<file path="config.mk">
export PLATFORM = sky130hd
export DESIGN_NAME = inst_fetch
export DESIGN_NICKNAME = d
export VERILOG_FILES = /design/src/rtl/inst_fetch.sv
export SDC_FILE = /design/constraint.sdc
export NUM_CORES = 1
export LEC_CHECK = 0
export BUFFER_PORTS_ARGS = -buffer_cell sky130_fd_sc_hd__buf_2
export CAP_MARGIN = 40
export CORE_UTILIZATION = 45
export DETAILED_ROUTE_END_ITERATION = 6
export GPL_TIMING_DRIVEN = 1
export MAX_ROUTING_LAYER = met4
export PLACE_DENSITY = 0.73
export SYNTH_ARGS = -nofsm -noshare
export SYNTH_HDL_FRONTEND = slang
export SYNTH_SLANG_ARGS = --single-unit
</file>
<file path="constraint.sdc">
create_clock -name clk -period 1.4 [get_ports clk]
set_input_delay 0.28 -clock clk [delete_from_list [all_inputs] [get_ports clk]]
set_output_delay 0.28 -clock clk [all_outputs]
set_load 0.005 [all_outputs]
</file>
<file path="src/rtl/inst_fetch.sv">
`default_nettype none
// ============================================================================
// Module   : inst_fetch
// Purpose  : Instruction-fetch stage. Holds the program counter, runs a
//            req/ack handshake with instruction memory and presents PC and
//            instruction to the IF_ID register. Handles branch redirects,
//            stalls, and one entry of buffering for data returned while stalled.
// Ports    : clk, rst (sync, active-low)
//            stall              - hold; IF_ID outputs frozen
//            brFlag, brTarget   - one-cycle redirect from ID
//            imemReq/Addr       - request to instruction memory
//            imemAck/Data       - completion and fetched word (same cycle)
//            ifPC/ifInst/ifValid- registered outputs to IF_ID
// Revision : 1.0 - initial release
// ============================================================================
module inst_fetch #(
    parameter int                ADDR_W   = 32,
    parameter int                INST_W   = 32,
    parameter logic [ADDR_W-1:0] RESET_PC = '0
) (
    input  logic              clk,
    input  logic              rst,
    input  logic              stall,
    input  logic              brFlag,
    input  logic [ADDR_W-1:0] brTarget,
    output logic              imemReq,
    output logic [ADDR_W-1:0] imemAddr,
    input  logic              imemAck,
    input  logic [INST_W-1:0] imemData,
    output logic [ADDR_W-1:0] ifPC,
    output logic [INST_W-1:0] ifInst,
    output logic              ifValid
);

    localparam logic [0:0] c_ST_FETCH = 1'b0;
    localparam logic [0:0] c_ST_FULL  = 1'b1;

    localparam logic [ADDR_W-1:0] c_PC_STEP = ADDR_W'(4);

    logic [0:0]        r_state,    w_state;
    logic [ADDR_W-1:0] r_pc,       w_pc;
    logic              r_squash,   w_squash;
    logic [ADDR_W-1:0] r_sq_addr,  w_sq_addr;
    logic [ADDR_W-1:0] r_buf_pc,   w_buf_pc;
    logic [INST_W-1:0] r_buf_inst, w_buf_inst;
    logic [ADDR_W-1:0] r_if_pc,    w_if_pc;
    logic [INST_W-1:0] r_if_inst,  w_if_inst;
    logic              r_if_valid, w_if_valid;

    // Low address bits of the redirect target are discarded by design.
    logic w_unused_br_lsb;
    assign w_unused_br_lsb = ^brTarget[1:0];

    // While a squashed transaction is still in flight the old address must be
    // held on the bus even though pc already points at the redirect target.
    assign imemReq  = rst && (r_state == c_ST_FETCH);
    assign imemAddr = r_squash ? r_sq_addr : r_pc;

    assign ifPC    = r_if_pc;
    assign ifInst  = r_if_inst;
    assign ifValid = r_if_valid;

    always_comb begin
        w_state    = r_state;
        w_pc       = r_pc;
        w_squash   = r_squash;
        w_sq_addr  = r_sq_addr;
        w_buf_pc   = r_buf_pc;
        w_buf_inst = r_buf_inst;
        w_if_pc    = r_if_pc;
        w_if_inst  = r_if_inst;
        w_if_valid = r_if_valid;

        if (brFlag) begin
            w_pc       = {brTarget[ADDR_W-1:2], 2'b00};
            w_state    = c_ST_FETCH;
            w_buf_pc   = '0;
            w_buf_inst = '0;
            w_if_pc    = '0;
            w_if_inst  = '0;
            w_if_valid = 1'b0;
            if ((r_state == c_ST_FETCH) && !imemAck) begin
                // Request still open: let it finish, then drop its data.
                w_squash = 1'b1;
                if (!r_squash) begin
                    w_sq_addr = r_pc;
                end
            end else begin
                w_squash = 1'b0;
            end
        end else begin
            case (r_state)
                c_ST_FETCH: begin
                    if (imemAck) begin
                        if (r_squash) begin
                            w_squash = 1'b0;
                        end else if (!stall) begin
                            w_if_pc    = r_pc;
                            w_if_inst  = imemData;
                            w_if_valid = 1'b1;
                            w_pc       = r_pc + c_PC_STEP;
                        end else begin
                            w_buf_pc   = r_pc;
                            w_buf_inst = imemData;
                            w_pc       = r_pc + c_PC_STEP;
                            w_state    = c_ST_FULL;
                        end
                    end else if (!stall) begin
                        // Nothing new arrived: present a bubble.
                        w_if_valid = 1'b0;
                    end
                end
                default: begin
                    if (!stall) begin
                        w_if_pc    = r_buf_pc;
                        w_if_inst  = r_buf_inst;
                        w_if_valid = 1'b1;
                        w_state    = c_ST_FETCH;
                    end
                end
            endcase
        end
    end

    always_ff @(posedge clk) begin
        if (!rst) begin
            r_state    <= c_ST_FETCH;
            r_pc       <= RESET_PC;
            r_squash   <= 1'b0;
            r_sq_addr  <= '0;
            r_buf_pc   <= '0;
            r_buf_inst <= '0;
            r_if_pc    <= '0;
            r_if_inst  <= '0;
            r_if_valid <= 1'b0;
        end else begin
            r_state    <= w_state;
            r_pc       <= w_pc;
            r_squash   <= w_squash;
            r_sq_addr  <= w_sq_addr;
            r_buf_pc   <= w_buf_pc;
            r_buf_inst <= w_buf_inst;
            r_if_pc    <= w_if_pc;
            r_if_inst  <= w_if_inst;
            r_if_valid <= w_if_valid;
        end
    end

endmodule
`default_nettype wire
</file>
==> impl.org, run 1 <==
** Clocking
- Clock tree synthesis found a total of 189 sinks.
- Buffers inserted to repair hold after CTS numbered 0.
- Skew-Pair Late Insertion Delay :: 0.43 ns
- Clock tree buffer depth :: 2
- TritonCTS built the clock tree.
- CTS placed an instance of clkbuf_16 at the clock tree root.
- H-tree depth :: 4
- Clock transition time at the flip-flop clock pins of the worst setup and hold paths :: 0.08 ns
- Clock buffer count from CTS :: 17

** Layout
- Number of nets in the layout :: 1220
- Summing all non-filler instances in the final layout gives an area of 12000 sq um.
- Layout cells sized above 1 :: 40.4%
- Highest-count cells in the layout ignoring fill and taps :: dfxtp_1, buf_2, nand2_1, mux2i_1, buf_4
- Layout Area Growth over Synthesis :: 44.1%
- The library cell used most frequently in the layout, excluding fill and tap cells, is dfxtp_1.

** Route
- Wires add up to 26100 um.
- DR top layer :: met4
- Iteration count of the initial detailed-routing pass :: 6
- Total vias in the final route :: 7655
- The detailed router put a total of 11700 um of wire on met1.
- Wire segments on met2 add up to 12400 um in the final route.
- After detailed routing, the number of remaining DRC violations is 0.
- The first routing iteration left 538 violations.
- Wire per inst :: 18.7 um
- Count of antenna-violating nets left after detailed routing :: 0
- Met3 WL post-DR :: 1280 um
- Dividing the detail-routed via count by the number of cells gives 5.49.

** Place
- Place WS :: -0.176 ns
- Count of input and output buffers :: 162
- After detailed placement, the total cell area comes to 9810 sq um.
- At the end of routability-driven placement, the weighted congestion stood at 0.798.
- HPWL Detailed :: 14100 um

** Floorplanning
- Width of the die :: 138 um
- The floorplan has 49 rows.
- In this run the standard cell core region covers 18000 sq um.
- Floorplan die area :: 19000 sq um
- The floorplan step set the die height to 138 um.
- Starting density of the core :: 46.2%
- Number of top-level design ports :: 167

** Synthesis
- For this run, the leading register cell type out of synthesis is dfxtp_1.
- In this run, synthesis inferred 0 flip-flops with an integrated enable.
- Largest area contributor in the synthesized netlist :: dfxtp_1
- Of all flip-flops after synthesis, the portion carrying an async set or reset was 0%.
- Register bit count reported by yosys :: 189
- The cell count after synthesis came out at 922.
- After synthesis, the netlist uses 42 different library cells.
- For this run, the number of Yosys warnings is 0.
- The top cell type by area accounts for 45.5% of the synthesized area.
- Cell types with the largest area share after synthesis :: dfxtp_1, mux2i_1, nand2_1
- Post-Syn Area per Cell :: 9.03 sq um
- Sequential area share after synthesis :: 45.5%
- Mapped Area :: 8320 sq um

** Outcome
- The checks that failed: setup timing.
- Status :: complete, but fails checks

** Power
- After layout, the design draws a total of 12.8 mW.
- VDD sags by at most 0.899 mV.
- Dividing total power by cell area gives a power density of 1070 nW/um^2.
- Leakage power summed over all cells :: 4.69 nW

** Critical path
- Slack of the worst reg-to-reg path :: -0.32 ns
- By startpoint and endpoint, the worst setup path is classified as reg2out.
- Along the worst path, the maximum fanout reaches 12.
- Critical register-to-register path endpoint :: r_pc[14]$_SDFFE_PN0P_
- For the worst setup path, the data arrival time is 1.52 ns.
- The worst setup path is captured at an output pin.
- Startpoint of the lowest-slack register-to-register path :: r_squash$_SDFFE_PN0P_
- STA classifies the critical path startpoint as a register.
- Worst path required time :: 1.12 ns
- FF-to-FF path depth :: 7

** Global routing
- Number of antenna violations at the first check in global routing :: 1
- Wire length of the first global-routing pass :: 35100 um
- The via count of the first global-routing pass was 6644.
- Global routing used 24.9% of the available tracks across all layers.
- GR Overflow Total :: 0
- Maximum number of pins on one net before global-route repair :: 41

** Timing
- Setup violators final :: 187
- Hold slack final :: 0.0870 ns
- FMAX :: 554 MHz
- In the finished design, the share of the clock period the worst path needs comes to 129%.
- RSZ-0062 raised after global routing :: true
- After layout, the minimum clock period comes to 1.80 ns.
- Final max-slew violation count :: 0
- For the final database, setup skew stands at 0.0149 ns.
- Least setup slack across all paths after layout :: -0.404 ns
- Final hold viol count :: 0

** Hold path
- In this run the most critical hold path is launched from imemData[28].
- In this run the worst hold path is classified as in2reg.
- Worst Hold Depth :: 3
- The path with the worst hold slack has its endpoint at r_buf_inst[28]$_SDFFE_PP0P_.

** Flow run
- Max_cap viols :: 0
-- critical path: stages (launching register included) --
cell	delay, ns
dfxtp_4	0.42
buf_8	0.17
mux2_2	0.36
buf_2	0.13
-- logic make-up after synthesis --
family | Yosys count | synth area share (%)
simple gates | 317 | 18.4
flops | 189 | 45.5
compound gates | 179 | 12.9
mux | 122 | 15.1
buf+inv | 87 | 5.25
xor+xnor | 26 | 2.74
fa+ha+maj | 1 | 0.150
other cells | 1 | 0.0451
-- metal layers --
metal	track usage, %	up-vias
met5	-	-
met4	7.91	0
met3	4.64	50
met2	39.6	260
met1	31.8	3692
li1	-	3653
-- layout make-up --
type,count,area (sq um)
Clock inverter,14,173
Sequential cell,189,3800
Clock buffer,18,429
Antenna cell,2,5.00
Tap cell,229,287
Multi-Input combinational cell,648,4660
Inverter,5,21.3
Fill cell,1382,6030
Timing Repair Buffer,289,2610
-- what timing repair did --
| item | in CTS | in global routing |
|---|---|---|
| cloned | 10 | 13 |
| gates resized for setup | 92 | 103 |
| pin swaps | 18 | 50 |
| setup endpoints to repair | 119 | 212 |
| buffers inserted | 12 | 17 |
-- cells in the mapped netlist (12+ instances only) --
master    instances
nor2b_1          31
xor2_1           19
a21oi_1          83
and2_1           12
mux2i_1          94
nand2_1         141
mux2_2           28
buf_2            35
a211oi_1         64
nand4_1          21
clkbuf_1         34
dfxtp_1         189
nor2_1           70
o21ai_0          28
-- how the worst max path moves through the flow --
stage	from	end	cells past startpoint	slack [ns]
after floorplan	r_pc[3]$_SDFFE_PN0P_	r_pc[30]$_SDFFE_PN0P_	6	-0.08
after global routing	r_squash$_SDFFE_PN0P_	imemAddr[27]	3	-0.43
final	r_squash$_SDFFE_PN0P_	imemAddr[27]	3	-0.40
after CTS	r_squash$_SDFFE_PN0P_	imemAddr[20]	3	-0.40
after detailed placement	imemAck	ifPC[9]$_SDFFE_PP0P_	6	-0.18
after global placement	imemAck	r_pc[7]$_SDFFE_PN0P_	6	-0.16
-- sequential cells by signal (all words and copies together), names as in the netlist --
name / count
r_squash: 1
r_buf_inst: 32
r_buf_pc: 30
r_state: 1
r_pc: 30
r_sq_addr: 32
ifPC: 30
ifValid: 1
ifInst: 32
-- power breakdown --
part	leakage, nW	switching [mW]	internal, mW
Sequential	1.54	0.126	5.56
Clock	0.292	2.33	2.72
Combinational	2.85	1.05	1.05
-- per-stage QoR --
stage,util (%),setup TNS [ns],std cells
3_3_place_gp,54.4,-15.12,1311
4_1_cts,61.9,-25.63,1365
6_report,66.5,-35.78,1394
2_1_floorplan,-,-0.656,923
5_1_grt,66.5,-46.59,1394
3_5_place_dp,54.4,-16.77,1311
Power figures use the tool's default switching activity.
==> run 2, diff against run 1 <==
--- a/config.mk
+++ b/config.mk
@@ -9,2 +9,3 @@
 export CAP_MARGIN = 40
+export CORE_ASPECT_RATIO = 0.6
 export CORE_UTILIZATION = 45
==> constraint.sdc (replaced) <==
create_clock -name clk -period 1.4 [get_ports clk]
set_input_delay 0 -clock clk [delete_from_list [all_inputs] [get_ports clk]]
set_output_delay 0 -clock clk [all_outputs]
set_load 0.005 [all_outputs]
==> run 2 against run 1 <==
The flow still finishes with violations (setup timing); sequential share of layout area fell by 4.1 points; count of clock-buffer cells in the layout rose by 1; sequential power barely moved; routed wire length rose by 23%; clock skew fell by 0.0013 ns; critical endpoint is now r_pc[30]$_SDFFE_PN0P_.
==> impl.org, run 2 (synthesis gave the netlist of run 1 again) <==
** Timing
- FMAX :: 568 MHz (+2.6%)
- The count of pins over their slew limit is 0 (unchanged).
- Max_slew headroom :: 64.4%
- Setup violators final :: 214 (+14%)
- Final period utilization :: 126% (-3.2 points)
- For the pin with the worst max-slew slack, the measured transition is 0.534 ns.
- Min Tclk post-route :: 1.76 ns (-0.0453 ns)
- Hold slack final :: 0.0754 ns (-0.0116 ns)
- Setup repair after global routing could not meet its margin everywhere.
- Final hold viol count :: 0 (unchanged)
- Clock skew :: 0.0136 ns (-0.00134 ns)
- Least setup slack across all paths after layout :: -0.359 ns (+0.0453 ns)

** Clocking
- H-tree depth :: 4 (unchanged)
- The total CTS buffers is 17 (unchanged).
- In this run the clock root is driven by a clkbuf_16.
- Skew-Pair Late Insertion Delay :: 0.45 ns (+0.02 ns)
- The clock slew at the register clock pins of the worst setup and hold paths came to 0.07 ns (about the same).
- The maximum root-to-sink buffer count is 2 (unchanged).
- Clock tree from TritonCTS :: done
- Sink count of the clock tree :: 189 (unchanged)

** Power
- The ratio of total power to cell area came to 979 nW/um^2 (-8.6%).
- Leakage power summed over all cells :: 5.46 nW (+17%)
- Total Power Consumption :: 13.5 mW (+4.9%)
- The largest voltage drop on the vdd net came to 0.752 mV (-16%).

** Global routing
- The largest net degree at the start of global routing was 72 (+76%).
- Number of antenna violations at the first check in global routing :: 0 (-1)
- The total congestion overflow after global routing came to 0 (unchanged).
- The via count of the first global-routing pass was 7719 (+16%).
- The global-route usage over all layers was 30.0% (+5.2 points).
- The first-pass GRT wire length was 42200 um (+20%).

** Hold path
- The startpoint identified for the worst hold timing path is rst.
- For hold timing, the worst endpoint is r_pc[29]$_SDFFE_PN0P_.
- The worst hold path belongs to the class in2reg.
- The worst hold path depth was 4 (+1).

** Layout
- Compared with the post-synthesis result, the final layout area differs by 65.4%.
- The library cell used most frequently in the layout, excluding fill and tap cells, is dfxtp_1.
- Layout filler cell count :: 1120 (-19%)
- Layout cells sized above 1 :: 47.7% (+7.3 points)
- Leaving out fill and tap cells, the most frequent cells in the layout are dfxtp_1, buf_2, mux2i_1, nand2_1, dlygate4sd3_1.
- The final layout net count was 1299 (+6.5%).
- Number of antenna cells inserted :: 0 (-2)

** Critical path
- Arrival @ worst endpoint :: 2.07 ns (+0.55 ns)
- WS Path Type :: reg2reg
- The worst setup path is captured at a register.
- Slack of the worst reg-to-reg path :: -0.36 ns (-0.04 ns)
- The worst setup path is launched from a register.
- Crit Path Max Fanout :: 9 (-3)
- In this run the critical register-to-register path is launched from r_squash$_SDFFE_PN0P_.
- The number of cells on the worst reg-to-reg path is 7 (unchanged).
- In this run the critical register-to-register path is captured at r_pc[30]$_SDFFE_PN0P_.
- Worst path required time :: 1.71 ns (+0.59 ns)

** Floorplanning
- The row count came to 38 (-22%).
- Die span in y :: 107 um (-22%)
- Floorplan die area :: 19100 sq um (about the same)
- Width of the die :: 178 um (+29%)
- Starting density of the core :: 46.1% (-0.11 points)
- The placeable core region is 18100 sq um (+0.24%).
- The number of primary I/O pins was 167 (unchanged).

** Place
- The number of buffer cells added on primary ports came to 162 (unchanged).
- The total half-perimeter wirelength after legalization and detailed placement came to 14900 um (+5.6%).
- The worst setup slack after placement came to -0.174 ns (+0.00162 ns).
- Routability congestion estimate :: 0.846 (+5.9%)

** Route
- Initial DRC Count :: 739 (+37%)
- Number of remaining DRC errors :: 0 (unchanged)
- Iteration count of the initial detailed-routing pass :: 5 (-1)
- Vias/cell :: 5.71 (+4.0%)
- The average detailed-routed wire length per instance was 21.5 um (+15%).
- Count of antenna-violating nets left after detailed routing :: 0 (unchanged)
- The vias after detailed routing is 8467 (+11%).
- Routed wire length :: 31900 um (+23%)

** Outcome
- Violations in the final reports :: setup timing
- Status :: complete, but fails checks

** Flow run
- Max_cap viols :: 0 (unchanged)
[run 2: changes by cell type in the layout (fill, tap and decap cells not counted), moves of 10 or more]
cell / before / now
a211oi_1: 16 / 2
a211oi_2: 48 / 61
a21oi_1: 63 / 39
a21oi_2: 19 / 43
buf_2: 145 / 132
buf_6: 31 / 52
dlygate4sd3_1: 0 / 68
mux2_2: 10 / 0
mux2_4: 18 / 28
nand2_1: 135 / 68
nand2_2: 5 / 27
nand2_4: 1 / 45
nor2_1: 59 / 49
nor2_4: 1 / 19
[run 2: per-layer routing]
layer | wire length, um | share of wire, % | up-vias | global-route usage (%)
met3 | 2490 | 7.8 | 79 | 7.13
li1 | - | - | 3827 | -
met4 | 852 | 2.7 | 0 | 9.89
met2 | 14700 | 46 | 415 | 44.4
met1 | 13900 | 44 | 4146 | 40.3
met5 | 0 | 0 | - | -
[run 2: power by group]
group	leakage [nW]	switching [mW]	internal (mW)
logic	3.63	1.36	1.36
clock network	0.295	2.32	2.73
registers	1.54	0.147	5.55
total	5.46	3.83	9.65
[run 2: stage by stage]
stage	utilization (%)	std cells	cell area, sq um	TNS (ns)
final	76.2	1482	13800	-41.02
after global routing	76.2	1482	13800	-51.08
after CTS	69.3	1456	12500	-31.94
after detailed placement	54.3	1319	9800	-12.01
after global placement	54.3	1319	9800	-5.90
after floorplan	-	923	8370	-0.656
[run 2: area by class of cell]
class                   count  area [sq um]  area share, %
clock buffers              19           443           3.22
clock inverters            13           153           1.11
inverters                   5          21.3          0.155
multi-input cells         649          5440           39.5
flip-flops and latches    189          3800           27.6
well taps                 240           300           2.18
repair buffers            367          3610           26.2
[run 2: worst max-delay path by stage]
stage                                      from                           to  slack [ns]  depth (start not counted)
final                     r_squash$_SDFFE_PN0P_        r_pc[30]$_SDFFE_PN0P_       -0.36                          7
after global placement       r_state$_SDFF_PP0_        r_pc[27]$_SDFFE_PN0P_       -0.12                          5
after global routing      r_squash$_SDFFE_PN0P_  r_buf_inst[26]$_SDFFE_PP0P_       -0.39                          9
after detailed placement     r_state$_SDFF_PP0_        r_pc[27]$_SDFFE_PN0P_       -0.17                          5
after CTS                 r_squash$_SDFFE_PN0P_        r_pc[29]$_SDFFE_PN0P_       -0.24                          6
after floorplan            r_pc[3]$_SDFFE_PN0P_        r_pc[30]$_SDFFE_PN0P_       -0.08                          6
[run 2: critical path, stage by stage (launching register included)]
cell and delay [ns]:
dfxtp_4 0.36, buf_4 0.14, nand4bb_4 0.27, nor3_4 0.18, buf_12 0.16, nand4_1 0.11, xnor2_1 0.28, a21oi_1 0.13
[run 2: repair_timing]
item / CTS / global route
hold buffers: 68 / 0
gates cloned: 18 / 15
setup buffers: 19 / 17
endpoints found under the hold margin: 99 / 0
resized for setup: 183 / 237
pin swaps: 35 / 107
setup endpoints to repair: 200 / 220
==> run 3, diff against run 2 <==
- PLACE_DENSITY: 0.73 -> 0.77
==> run 3 against run 2 <==
Sequential cell count stayed put; non-clock buffer count is 19 higher; the run still ends with setup timing left; critical endpoint is now imemAddr[28]; largest power group unchanged; cell area is 0.82% lower.
==> impl.org, run 3 (synthesis gave the netlist of run 1 again) <==
** Outcome
- Status :: complete, but fails checks
- Violations in the final reports :: setup timing

** Timing
- Clock skew :: 0.0138 ns (+0.000186 ns)
- The count of pins over their slew limit is 0 (unchanged).
- RSZ-0062 raised after global routing :: true
- The final critical-path setup slack came to -0.276 ns (+0.0829 ns).
- Final hold viol count :: 0 (unchanged)
- The minimum clock period came to 1.68 ns (-0.0829 ns).
- The maximum clock rate is 597 MHz (+4.9%).
- Final period utilization :: 120% (-5.9 points)
- The final count of negative-setup-slack endpoints is 192 (-10%).

** Hold path
- In this run the worst hold path is classified as in2reg.

** Layout
- Highest-count cells in the layout ignoring fill and taps :: dfxtp_1, buf_2, mux2i_1, nand2_1, buf_4
- Area of the multi-input gates :: 5250 sq um (-3.5%)
- Layout cells sized above 1 :: 48.0% (+0.27 points)
- Layout filler cell count :: 1141 (+1.9%)
- Summed area of non-filler cells in the final layout :: 13700 sq um (-0.82%)
- The area taken by flip-flops and latches was 3810 sq um (+0.30%).
- The final layout net count is 1317 (+1.4%).
- Most frequent standard cell in the layout excluding fill and tap cells :: dfxtp_1
- Compared with the post-synthesis result, the final layout area differs by 64.1%.
- The number of diodes added for antenna fixing came to 0 (unchanged).

** Route
- Iteration count of the initial detailed-routing pass :: 5 (unchanged)
- The final antenna-violating net count came to 0 (unchanged).
- The vias per cell is 5.77 (+0.92%).
- Initial DRC Count :: 874 (+18%)
- Routed wire length :: 32800 um (+2.8%)
- The count of unresolved DRC violations after routing came to 0 (unchanged).
- The vias after detailed routing was 8649 (+2.1%).
- Wire per inst :: 21.9 um (+1.6%)

** Clocking
- Sink count of the clock tree :: 189 (unchanged)
- Clock buffer count from CTS :: 17 (unchanged)
- H-tree depth :: 4 (unchanged)
- Clock transition time at the flip-flop clock pins of the worst setup and hold paths :: 0.07 ns (about the same)
- The maximum root-to-sink buffer count came to 2 (unchanged).
- Skew-Pair Late Insertion Delay :: 0.44 ns (about the same)
- Root Buffer Master :: clkbuf_16
- TritonCTS built the clock tree.

** Floorplanning
- The die boundary width is 178 um (unchanged).
- The number of primary I/O pins came to 167 (unchanged).
- Area of the core :: 18100 sq um (unchanged)
- Number of cell rows :: 38 (unchanged)
- The starting utilization of the core area came to 46.1% (unchanged).
- Die span in y :: 107 um (unchanged)
- Floorplan die area :: 19100 sq um (unchanged)

** Power
- The largest voltage drop on the vdd net was 0.855 mV (+14%).
- Total Power Consumption :: 13.3 mW (-1.6%)
- The leakage power is 5.60 nW (+2.5%).
- Power per unit of standard cell area :: 971 nW/um^2 (-0.81%)

** Place
- The placed instance area was 9990 sq um (+1.9%).
- HPWL Detailed :: 15500 um (+3.7%)
- The global placer's final weighted congestion is 0.868 (+2.6%).
- Count of input and output buffers :: 162 (unchanged)

** Critical path
- The delay of the slowest cell on the worst path is 0.39 ns (+0.03 ns).
- The data required time of the critical path was 1.40 ns (-0.31 ns).
- The number of buffers and inverters on the critical path was 4 (+2).
- Among the stages of the critical path, the cell type that occurs most often is buf_6.
- The critical path data arrival time is 1.68 ns (-0.39 ns).
- Crit path cell chain :: buf_6 -> buf_12 -> mux2_4 -> buf_6 -> buf_6
- Startpoint type of the worst setup path :: register
- On the critical path, the stage with the largest delay is an instance of dfxtp_4.
- STA classifies the critical path endpoint as an output pin.
- The biggest fanout along the worst timing path is 7 (-2).
- WS Path Type :: reg2out
- Among cell families on the critical path, the largest total delay comes from buffers and inverters.

** Global routing
- Number of antenna violations at the first check in global routing :: 0 (unchanged)
- GR Overflow Total :: 0 (unchanged)
- Number of global-route vias before repair :: 7911 (+2.5%)
- GRT Util Overall :: 30.8% (+0.72 points)
- Wire length of the first global-routing pass :: 43300 um (+2.6%)
- Maximum number of pins on one net before global-route repair :: 40 (-44%)

** Flow run
- Max_cap viols :: 0 (unchanged)
run 3: cell types whose count changed in the layout (fill, tap and decap cells not counted), sizes merged:
cell,delta
buf,+19
inv,-3
clkbuf,+2
bufbuf,+1
bufinv,-1
clkinv,+1
clkinvlp,+1
dlygate4sd3,-1
nand2,-1
run 3: cell type report:
class                           instances  share of cell area [%]
Inverter                                5                   0.156
Multi-Input combinational cell        648                    38.4
Clock buffer                           21                    3.45
Clock inverter                         11                   0.770
Tap cell                              240                    2.20
Sequential cell                       189                    27.9
Timing Repair Buffer                  386                    27.1
run 3: where the power goes:
group / switching (mW) / internal (mW)
clock: 2.24 / 2.61
combinational: 1.35 / 1.35
sequential: 0.141 / 5.56
run 3: worst register-to-register path, cell delays in order, from the launching register on:
cell and delay, ns:
dfxtp_4 0.37, buf_6 0.12, buf_6 0.11, nor3b_4 0.20, and2_4 0.19, buf_12 0.10
buf_12 0.15, clkbuf_16 0.20, nand2_1 0.07, a21oi_1 0.11
run 3: repair_timing:
action,in CTS,in global routing
pin swaps,52,123
resized for setup,165,216
setup endpoints to repair,197,215
cloned,16,15
buffers inserted,22,15
hold buffers,67,0
endpoints found under the hold margin,97,0
run 3: path summary, 6_finish.rpt:
| kind | from | to | slack (ns) | depth (start not counted) |
|---|---|---|---|---|
| worst max-delay path | r_squash$_SDFFE_PN0P_ | imemAddr[28] | -0.28 | 5 |
| worst max register to register | r_squash$_SDFFE_PN0P_ | r_buf_inst[30]$_SDFFE_PP0P_ | -0.27 | 9 |
| worst min register to register | r_buf_inst[30]$_SDFFE_PP0P_ | r_buf_inst[30]$_SDFFE_PP0P_ | 0.46 | 2 |
| worst min-delay path | imemAck | ifValid$_SDFFE_PP0P_ | 0.1 | 3 |
run 3: metal layers:
layer,GRT usage [%],wire (um)
met4,11.2,864
met5,-,0
met2,47.2,15400
met1,39.6,13600
met3,7.17,2960
run 3: metrics by stage:
stage	hold slack (ns)	setup WS, ns	util (%)	std cells	TNS [ns]
floorplan	0.136	-0.0775	-	923	-0.656
global placement	0.252	-0.0873	55.3	1342	-2.32
detailed placement	0.260	-0.220	55.3	1342	-9.32
CTS	0.0161	-0.248	69.3	1479	-25.34
global route	0.0990	-0.328	75.6	1500	-42.71
finish	0.0952	-0.276	75.6	1500	-33.93
